--- src/rtl/pbus_seq.sv ---
// -----------------------------------------------------------------------------
// pbus_seq -- P-bus line sequencer
//
// Purpose:
//   Free-running phase counter that splits every video line into 32 base slots
//   (B = PHASE >> (CNT_W-5)). From B it generates the P-bus strobes and loads
//   PBUS_OUT with the address or palette word belonging to each bus slot. All
//   outputs are registered. They are decoded from the *next* phase value, so
//   each output is valid in the same cycle as the PHASE value it describes.
//
// Parameter:
//   CNT_W        phase counter width (>= 5); line = 2^CNT_W clocks
//
// Configuration macro:
//   PBUS_SEQ_L0_EN  defined   -> L0 function present (slot B=3, nVCS, L0_DATA)
//                   undefined -> slot B=3 absent, nVCS = 1, L0_DATA = 0
//
// Ports:
//   CLK_24M        in   sole clock, rising edge
//   nRESET         in   asynchronous active-low reset
//   RESYNC         in   synchronous phase restart (next PHASE = 0)
//   FIX_ROM_ADDR   in   [16:0] fix layer ROM address
//   FIX_PAL        in   [3:0]  fix layer palette
//   SPR_ROM_ADDR   in   [24:0] sprite ROM address
//   SPR_PAL        in   [7:0]  sprite palette
//   SPR_XPOS       in   [7:0]  sprite X position
//   L0_ROM_ADDR    in   [15:0] L0 ROM address
//   PBUS_IN        in   [7:0]  PBUS[23:16] readback
//   PBUS_OUT       out  [23:0] P-bus drive value
//   PBUS_OE_U      out  drive enable for PBUS[23:16]
//   PCK1, PCK2     out  P-bus latch clocks
//   LOAD, S1H1, S2H1 out  line timing strobes
//   nVCS           out  L0 ROM chip select (active low)
//   L0_DATA        out  [7:0] captured L0 readback byte
//   PHASE          out  [CNT_W-1:0] current phase
// -----------------------------------------------------------------------------
module pbus_seq #(
  parameter int CNT_W = 5
) (
  input  logic             CLK_24M,
  input  logic             nRESET,
  input  logic             RESYNC,
  input  logic [16:0]      FIX_ROM_ADDR,
  input  logic [3:0]       FIX_PAL,
  input  logic [24:0]      SPR_ROM_ADDR,
  input  logic [7:0]       SPR_PAL,
  input  logic [7:0]       SPR_XPOS,
  input  logic [15:0]      L0_ROM_ADDR,
  input  logic [7:0]       PBUS_IN,
  output logic [23:0]      PBUS_OUT,
  output logic             PBUS_OE_U,
  output logic             PCK1,
  output logic             PCK2,
  output logic             LOAD,
  output logic             S1H1,
  output logic             S2H1,
  output logic             nVCS,
  output logic [7:0]       L0_DATA,
  output logic [CNT_W-1:0] PHASE
);

  // Number of low phase bits below the base slot.
  localparam int SUB_W     = CNT_W - 5;
  localparam int NUM_SLOTS = 6;
  // Base slots that load PBUS_OUT; index 1 (B=3) is the L0 slot.
  localparam logic [4:0] SLOT_B [NUM_SLOTS] = '{5'd0, 5'd3, 5'd13, 5'd16, 5'd19, 5'd29};

  logic [CNT_W-1:0]     phase_reg, phase_next;
  logic [4:0]           b_reg, b_next;
  logic                 first_next;   // next phase is the first phase of its slot
  logic                 last_reg;     // current phase is the last phase of its slot
  logic [NUM_SLOTS-1:0] slot_hit;

  logic [23:0] pbus_reg, pbus_next;
  logic        oe_reg, oe_next;
  logic        pck1_reg, pck1_next;
  logic        pck2_reg, pck2_next;
  logic        load_reg, load_next;
  logic        s1h1_reg, s1h1_next;
  logic        s2h1_reg, s2h1_next;

  // RESYNC wins over the increment, including at the wrap point.
  assign phase_next = RESYNC ? '0 : phase_reg + CNT_W'(1);
  assign b_next     = phase_next[CNT_W-1 -: 5];
  assign b_reg      = phase_reg[CNT_W-1 -: 5];

  generate
    if (SUB_W == 0) begin : g_nosub
      assign first_next = 1'b1;
      assign last_reg   = 1'b1;
    end else begin : g_sub
      assign first_next = (phase_next[SUB_W-1:0] == '0);
      assign last_reg   = &phase_reg[SUB_W-1:0];
    end
  endgenerate

  // Slot entry strobes. A restart lands on slot 0 directly, so slots
  // jumped over never see their entry phase and never load.
  generate
    for (genvar gi = 0; gi < NUM_SLOTS; gi++) begin : g_slot
      assign slot_hit[gi] = first_next && (b_next == SLOT_B[gi]);
    end
  endgenerate

  // Strobe decode of the next slot.
  always_comb begin
    pck1_next = (b_next <= 5'd1);
    pck2_next = (b_next == 5'd16) || (b_next == 5'd17);
    load_next = ((b_next >= 5'd13) && (b_next <= 5'd16)) ||
                (b_next >= 5'd29) || (b_next == 5'd0);
    s1h1_next = b_next[3];
    s2h1_next = ~b_next[4];
  end

  // Bus word selection; the slots are mutually exclusive, so the order of
  // these tests does not matter.
  always_comb begin
    pbus_next = pbus_reg;
    oe_next   = oe_reg;
    if (slot_hit[0]) begin
      pbus_next = {SPR_ROM_ADDR[24:21], SPR_ROM_ADDR[3:0], SPR_ROM_ADDR[20:5]};
      oe_next   = 1'b1;
    end
`ifdef PBUS_SEQ_L0_EN
    if (slot_hit[1]) begin
      pbus_next = {8'h00, L0_ROM_ADDR};
      oe_next   = 1'b0;   // upper byte is read back from the L0 ROM
    end
`endif
    if (slot_hit[2]) begin
      pbus_next = {SPR_PAL, SPR_XPOS, 8'h00};
      oe_next   = 1'b1;
    end
    if (slot_hit[3]) begin
      pbus_next = {8'h00, FIX_ROM_ADDR[4], FIX_ROM_ADDR[2:0], FIX_ROM_ADDR[16:5]};
      oe_next   = 1'b1;
    end
    if (slot_hit[4]) begin
      pbus_next = 24'hFF0000;
      oe_next   = 1'b1;
    end
    if (slot_hit[5]) begin
      pbus_next = {4'h0, FIX_PAL, 16'h0000};
      oe_next   = 1'b1;
    end
  end

  // Reset parks the counter on the last phase so the first edge after
  // release lands on phase 0 and runs the full slot-0 decode.
  always_ff @(posedge CLK_24M or negedge nRESET) begin
    if (!nRESET) begin
      phase_reg <= '1;
      pbus_reg  <= '0;
      oe_reg    <= 1'b1;
      pck1_reg  <= 1'b0;
      pck2_reg  <= 1'b0;
      load_reg  <= 1'b0;
      s1h1_reg  <= 1'b0;
      s2h1_reg  <= 1'b0;
    end else begin
      phase_reg <= phase_next;
      pbus_reg  <= pbus_next;
      oe_reg    <= oe_next;
      pck1_reg  <= pck1_next;
      pck2_reg  <= pck2_next;
      load_reg  <= load_next;
      s1h1_reg  <= s1h1_next;
      s2h1_reg  <= s2h1_next;
    end
  end

`ifdef PBUS_SEQ_L0_EN
  logic       nvcs_reg, nvcs_next;
  logic [7:0] l0_reg;

  assign nvcs_next = !((b_next >= 5'd3) && (b_next <= 5'd12));

  // L0 byte is taken on the edge that leaves the last phase of slot 12,
  // whether that edge increments or restarts the line.
  always_ff @(posedge CLK_24M or negedge nRESET) begin
    if (!nRESET) begin
      nvcs_reg <= 1'b1;
      l0_reg   <= '0;
    end else begin
      nvcs_reg <= nvcs_next;
      if ((b_reg == 5'd12) && last_reg) begin
        l0_reg <= PBUS_IN;
      end
    end
  end

  assign nVCS    = nvcs_reg;
  assign L0_DATA = l0_reg;
`else
  assign nVCS    = 1'b1;
  assign L0_DATA = '0;

  logic unused_l0;
  assign unused_l0 = ^{L0_ROM_ADDR, PBUS_IN, slot_hit[1], b_reg, last_reg};
`endif

  // Bit 3 of the fix address is not part of any bus word.
  logic unused_fix;
  assign unused_fix = FIX_ROM_ADDR[3];

  assign PHASE     = phase_reg;
  assign PBUS_OUT  = pbus_reg;
  assign PBUS_OE_U = oe_reg;
  assign PCK1      = pck1_reg;
  assign PCK2      = pck2_reg;
  assign LOAD      = load_reg;
  assign S1H1      = s1h1_reg;
  assign S2H1      = s2h1_reg;

endmodule
--- config.mk ---
export PLATFORM = sky130hd
export DESIGN_NAME = pbus_seq
export DESIGN_NICKNAME = d
export VERILOG_FILES = /design/src/rtl/pbus_seq.sv
export SDC_FILE = /design/constraint.sdc
export NUM_CORES = 1
export LEC_CHECK = 0
export BUFFER_PORTS_ARGS = -buffer_cell sky130_fd_sc_hd__buf_2
export CORE_MARGIN = 4
export CORE_UTILIZATION = 35
export CTS_CLUSTER_SIZE = 12
export DETAILED_ROUTE_END_ITERATION = 7
export PLACE_DENSITY_LB_ADDON = 0.2
export SLEW_MARGIN = 20
export SYNTH_ARGS = -nofsm -noshare
export SYNTH_HDL_FRONTEND = slang
export SYNTH_SLANG_ARGS = --single-unit
--- constraint.sdc ---
create_clock -name CLK_24M -period 4.8 [get_ports CLK_24M]
set_clock_uncertainty 0.1 [all_clocks]
set_input_delay 0.24 -clock CLK_24M [delete_from_list [all_inputs] [get_ports CLK_24M]]
set_output_delay 0.24 -clock CLK_24M [all_outputs]
set_load 0.05 [all_outputs]
==> results.py <==
metrics = {
    "cells_and_area": {
        "drive_above_1_share": 0.5370,
        "finalInstanceArea_sq_um": 2561,
        "multi_input_comb_area_sq_um": 1002,
        "n_fill_cell": 533,
        "fin_cells": 342,
        "syn_to_final_growth_pct": 26.91,
        "nets": 359,
        "diodes": 0,
        "seq_area_sq_um": 857.1,
    },
    "setup_path": {
        "cp_max_fo": 24,
        "crit_buf_inv": 0,
        "required_ns": 4.87,
        "critPathTopFamily": "simple AND/OR/NAND/NOR gates",
        "crit_path_top_delay_cell": "and3_1",
        "cpPeakStageDelay_ns": 0.82,
        "endpoint_kind": "flop",
        "crit_type": "reg -> reg",
        "cp-start-kind": "flop",
        "critPathArrivalTime_ns": 3.34,
        "path_cells": "ha_1 -> nand2_1 -> o21ba_2 -> o21ai_2 -> and3_1 -> mux2_2 -> a22o_1",
    },
    "floorplan": {
        "dieArea_sq_um": 7045,
        "dieWidth_microns": 83.94,
        "initial_utilization": 0.3643,
        "io_pins": 133,
        "die_y_microns": 83.94,
        "fp.coreArea_sq_um": 5540,
        "rows": 27,
    },
    "logic_synthesis": {
        "synth_area_leaders": "dfrtp_1 36%, mux2_2 6.7%, dfstp_2 6.5%",
        "synth-edff-count": 0,
        "synth_seq_cells": 34,
        "yosys_warnings": 0,
        "syn_area_per_cell_sq_um": 11.27,
        "ys_seq_area_frac": 0.4247,
        "ys.flop_type": "dfrtp_1",
        "netlist_area_sq_um": 2018,
        "synthCells": 179,
        "synth_top_cell_by_area": "dfrtp_1",
        "yosysUniqueCellTypes": 47,
        "netlist.area_leader.share": 0.3596,
        "async_reset_ff_frac": 1.000,
    },
    "timing": {
        "layout_min_cycle_time_ns": 3.270,
        "worst_pin_slew_ns": 0.9944,
        "rsz0062_at_grt": "false",
        "tns_ns": 0,
        "setup_violations": 0,
        "worst_hold_slack_ns": 0.1065,
        "hold_viol_final": 0,
        "drv_slew": 0,
        "fmax_mhz": 305.8,
        "maxSlewHeadroom": 0.3371,
        "fin_crit_sh": 0.6812,
    },
    "power": {
        "power_frac_seq": 0.386,
        "p_sw_w": 0.0003398,
        "combPwrFrac": 0.350,
        "power_density_nw_per_um2": 352.6,
        "intPower_w": 0.0005632,
        "leakage_nw": 1.198,
        "power_frac_clock": 0.263,
        "swShare": 0.3763,
        "peakVddDrop_mv": 0.1241,
    },
    "clock_tree": {
        "clk_latency_ns": 0.27,
        "clk_pin_slew_ns": 0.07,
        "cts_tree": "done",
        "cts_buffers": 5,
        "htreeDepth": 2,
        "clock_sinks": 34,
        "root_buffer": "clkbuf_8",
        "clock_path_buffers": 2,
    },
    "route": {
        "drt_iter0_markers": 33,
        "drcViolationCount": 0,
        "firstDrtPassIters": 4,
        "wl_per_cell_microns": 14.36,
        "antenna_left": 0,
        "routed_wl_microns": 4912,
        "vias": 1632,
        "post_drt_via_cell_ratio": 4.772,
    },
    "global_routing": {
        "grt_usage": 0.1375,
        "gr-total-overflow": 0,
        "grt_max_degree": 35,
        "grt_pass1_wl_microns": 7866,
        "grt_pass1_vias": 1607,
        "antenna_found_initial": 0,
    },
    "placed_design": {
        "dpl.hpwl_microns": 3788,
        "numPortBuffers": 96,
        "place_inst": 333,
        "dpl_cell_area_sq_um": 2441,
        "gp_congestion": 0.7701,
    },
    "outcome": {
        "status": "finished, final reports clean",
    },
    "run": {
        "max_cap_viol_count": 0,
    },
    "min_path": {
        "min_path_type": "in -> reg",
    },
}
-- per-layer routing --
metal | part of all wire | routed length [microns] | global-route usage | vias to the layer above
met3 | 0.080 | 392 | 0.03653 | 5
li1 | - | - | - | 813
met2 | 0.47 | 2328 | 0.2198 | 71
met1 | 0.44 | 2145 | 0.1828 | 743
met5 | 0 | 0 | 0 | -
met4 | 0.0094 | 46 | 0.03947 | 0
-- flip-flops by register name, summed over array words and instances (netlist names) --
signal	flops
PBUS_OUT	24
LOAD	1
PCK2	1
S2H1	1
PCK1	1
PHASE	5
S1H1	1
-- final timing paths --
kind / startpoint / end / slack (ns) / cells after the start
setup / recovery: PHASE[0]$_DFF_PN1_ / PBUS_OUT[10]$_DFFE_PN0P_ / 1.53 / 7
hold / removal: SPR_ROM_ADDR[11] / PBUS_OUT[6]$_DFFE_PN0P_ / 0.11 / 2
setup reg to reg: PHASE[0]$_DFF_PN1_ / PBUS_OUT[10]$_DFFE_PN0P_ / 1.53 / 7
hold reg to reg: PBUS_OUT[15]$_DFFE_PN0P_ / PBUS_OUT[15]$_DFFE_PN0P_ / 0.40 / 1
max in group asynchronous: nRESET / S1H1$_DFF_PN0_ / 3.69 / 2
min in group asynchronous: nRESET / PBUS_OUT[6]$_DFFE_PN0P_ / 0.46 / 2
-- layout make-up --
| class | instances | area share |
|---|---|---|
| flip-flops and latches | 34 | 0.3346 |
| well taps | 72 | 0.03517 |
| multi-input cells | 128 | 0.3913 |
| repair buffers | 97 | 0.1915 |
| clock buffers | 8 | 0.04299 |
| inverters | 3 | 0.004397 |
-- cell usage after synthesis, types with 2 or more instances --
cell type  instances
or2_2              2
dfstp_2            5
nand2b_4           2
and2_0             6
and2_1             3
dfrtp_1           29
inv_1              3
nor2_1            12
o21ai_0            6
buf_4             10
mux2_4             4
a21oi_1            3
buf_2              4
o221a_2            8
mux2i_1            8
nand3b_1           2
mux2_2            12
nor3_1             2
buf_6              7
o21ai_2            2
a32oi_1            2
a221o_1            8
nand2_1            7
conb_1             2
a22o_1             8
-- cell families (layout without fill, tap and decap cells) --
| kind of cell | Yosys count | in the layout | synth area share |
|---|---|---|---|
| other cells | 2 | 10 | 0.003721 |
| simple gates | 46 | 46 | 0.1345 |
| xor+xnor | 2 | 2 | 0.01240 |
| fa+ha+maj | 1 | 1 | 0.006199 |
| buf+inv | 25 | 108 | 0.09361 |
| flops | 34 | 34 | 0.4247 |
| mux | 24 | 24 | 0.1364 |
| compound gates | 45 | 45 | 0.1885 |
-- metrics by stage --
stage          power [W]  utilization  setup WS (ns)
3_3_place_gp   0.0006686       0.4406          1.496
2_1_floorplan  0.0005913            -          2.126
6_report       0.0009030       0.4623          1.530
4_1_cts        0.0009117       0.4623          1.489
5_1_grt        0.0009482       0.4623          1.275
3_5_place_dp   0.0006706       0.4406          1.511
-- what timing repair did --
action / in CTS / in global routing
hold buffers: 1 / 0
endpoints found under the hold margin: 29 / 0
gates resized for setup: 0 / 0
buffers inserted: 0 / 0
-- power groups by stage --
stage                     Sequential (W)  Combinational [W]  Clock (W)
after CTS                       0.000349           0.000319   0.000244
after detailed placement        0.000353           0.000318          0
final                           0.000349           0.000316   0.000238
after global placement          0.000352           0.000316          0
after global routing            0.000354           0.000335   0.000259
after floorplan                 0.000482           0.000109          0
-- cells in the final DEF, fill, tap and decap left out, drive strengths merged, types with 2 or more instances in the layout --
cell,instances
buf,96
dfrtp,29
mux2,16
nor2,13
conb,10
and2,10
o21ai,9
mux2i,8
o221a,8
a22o,8
a221o,8
clkbuf,8
nand2,7
dfstp,5
inv,3
a21oi,3
nand2b,3
nand3b,2
a32oi,2
or2,2
nor3,2
and3,2
o21a,2
No activity file was read; power rests on OpenSTA's default activity.
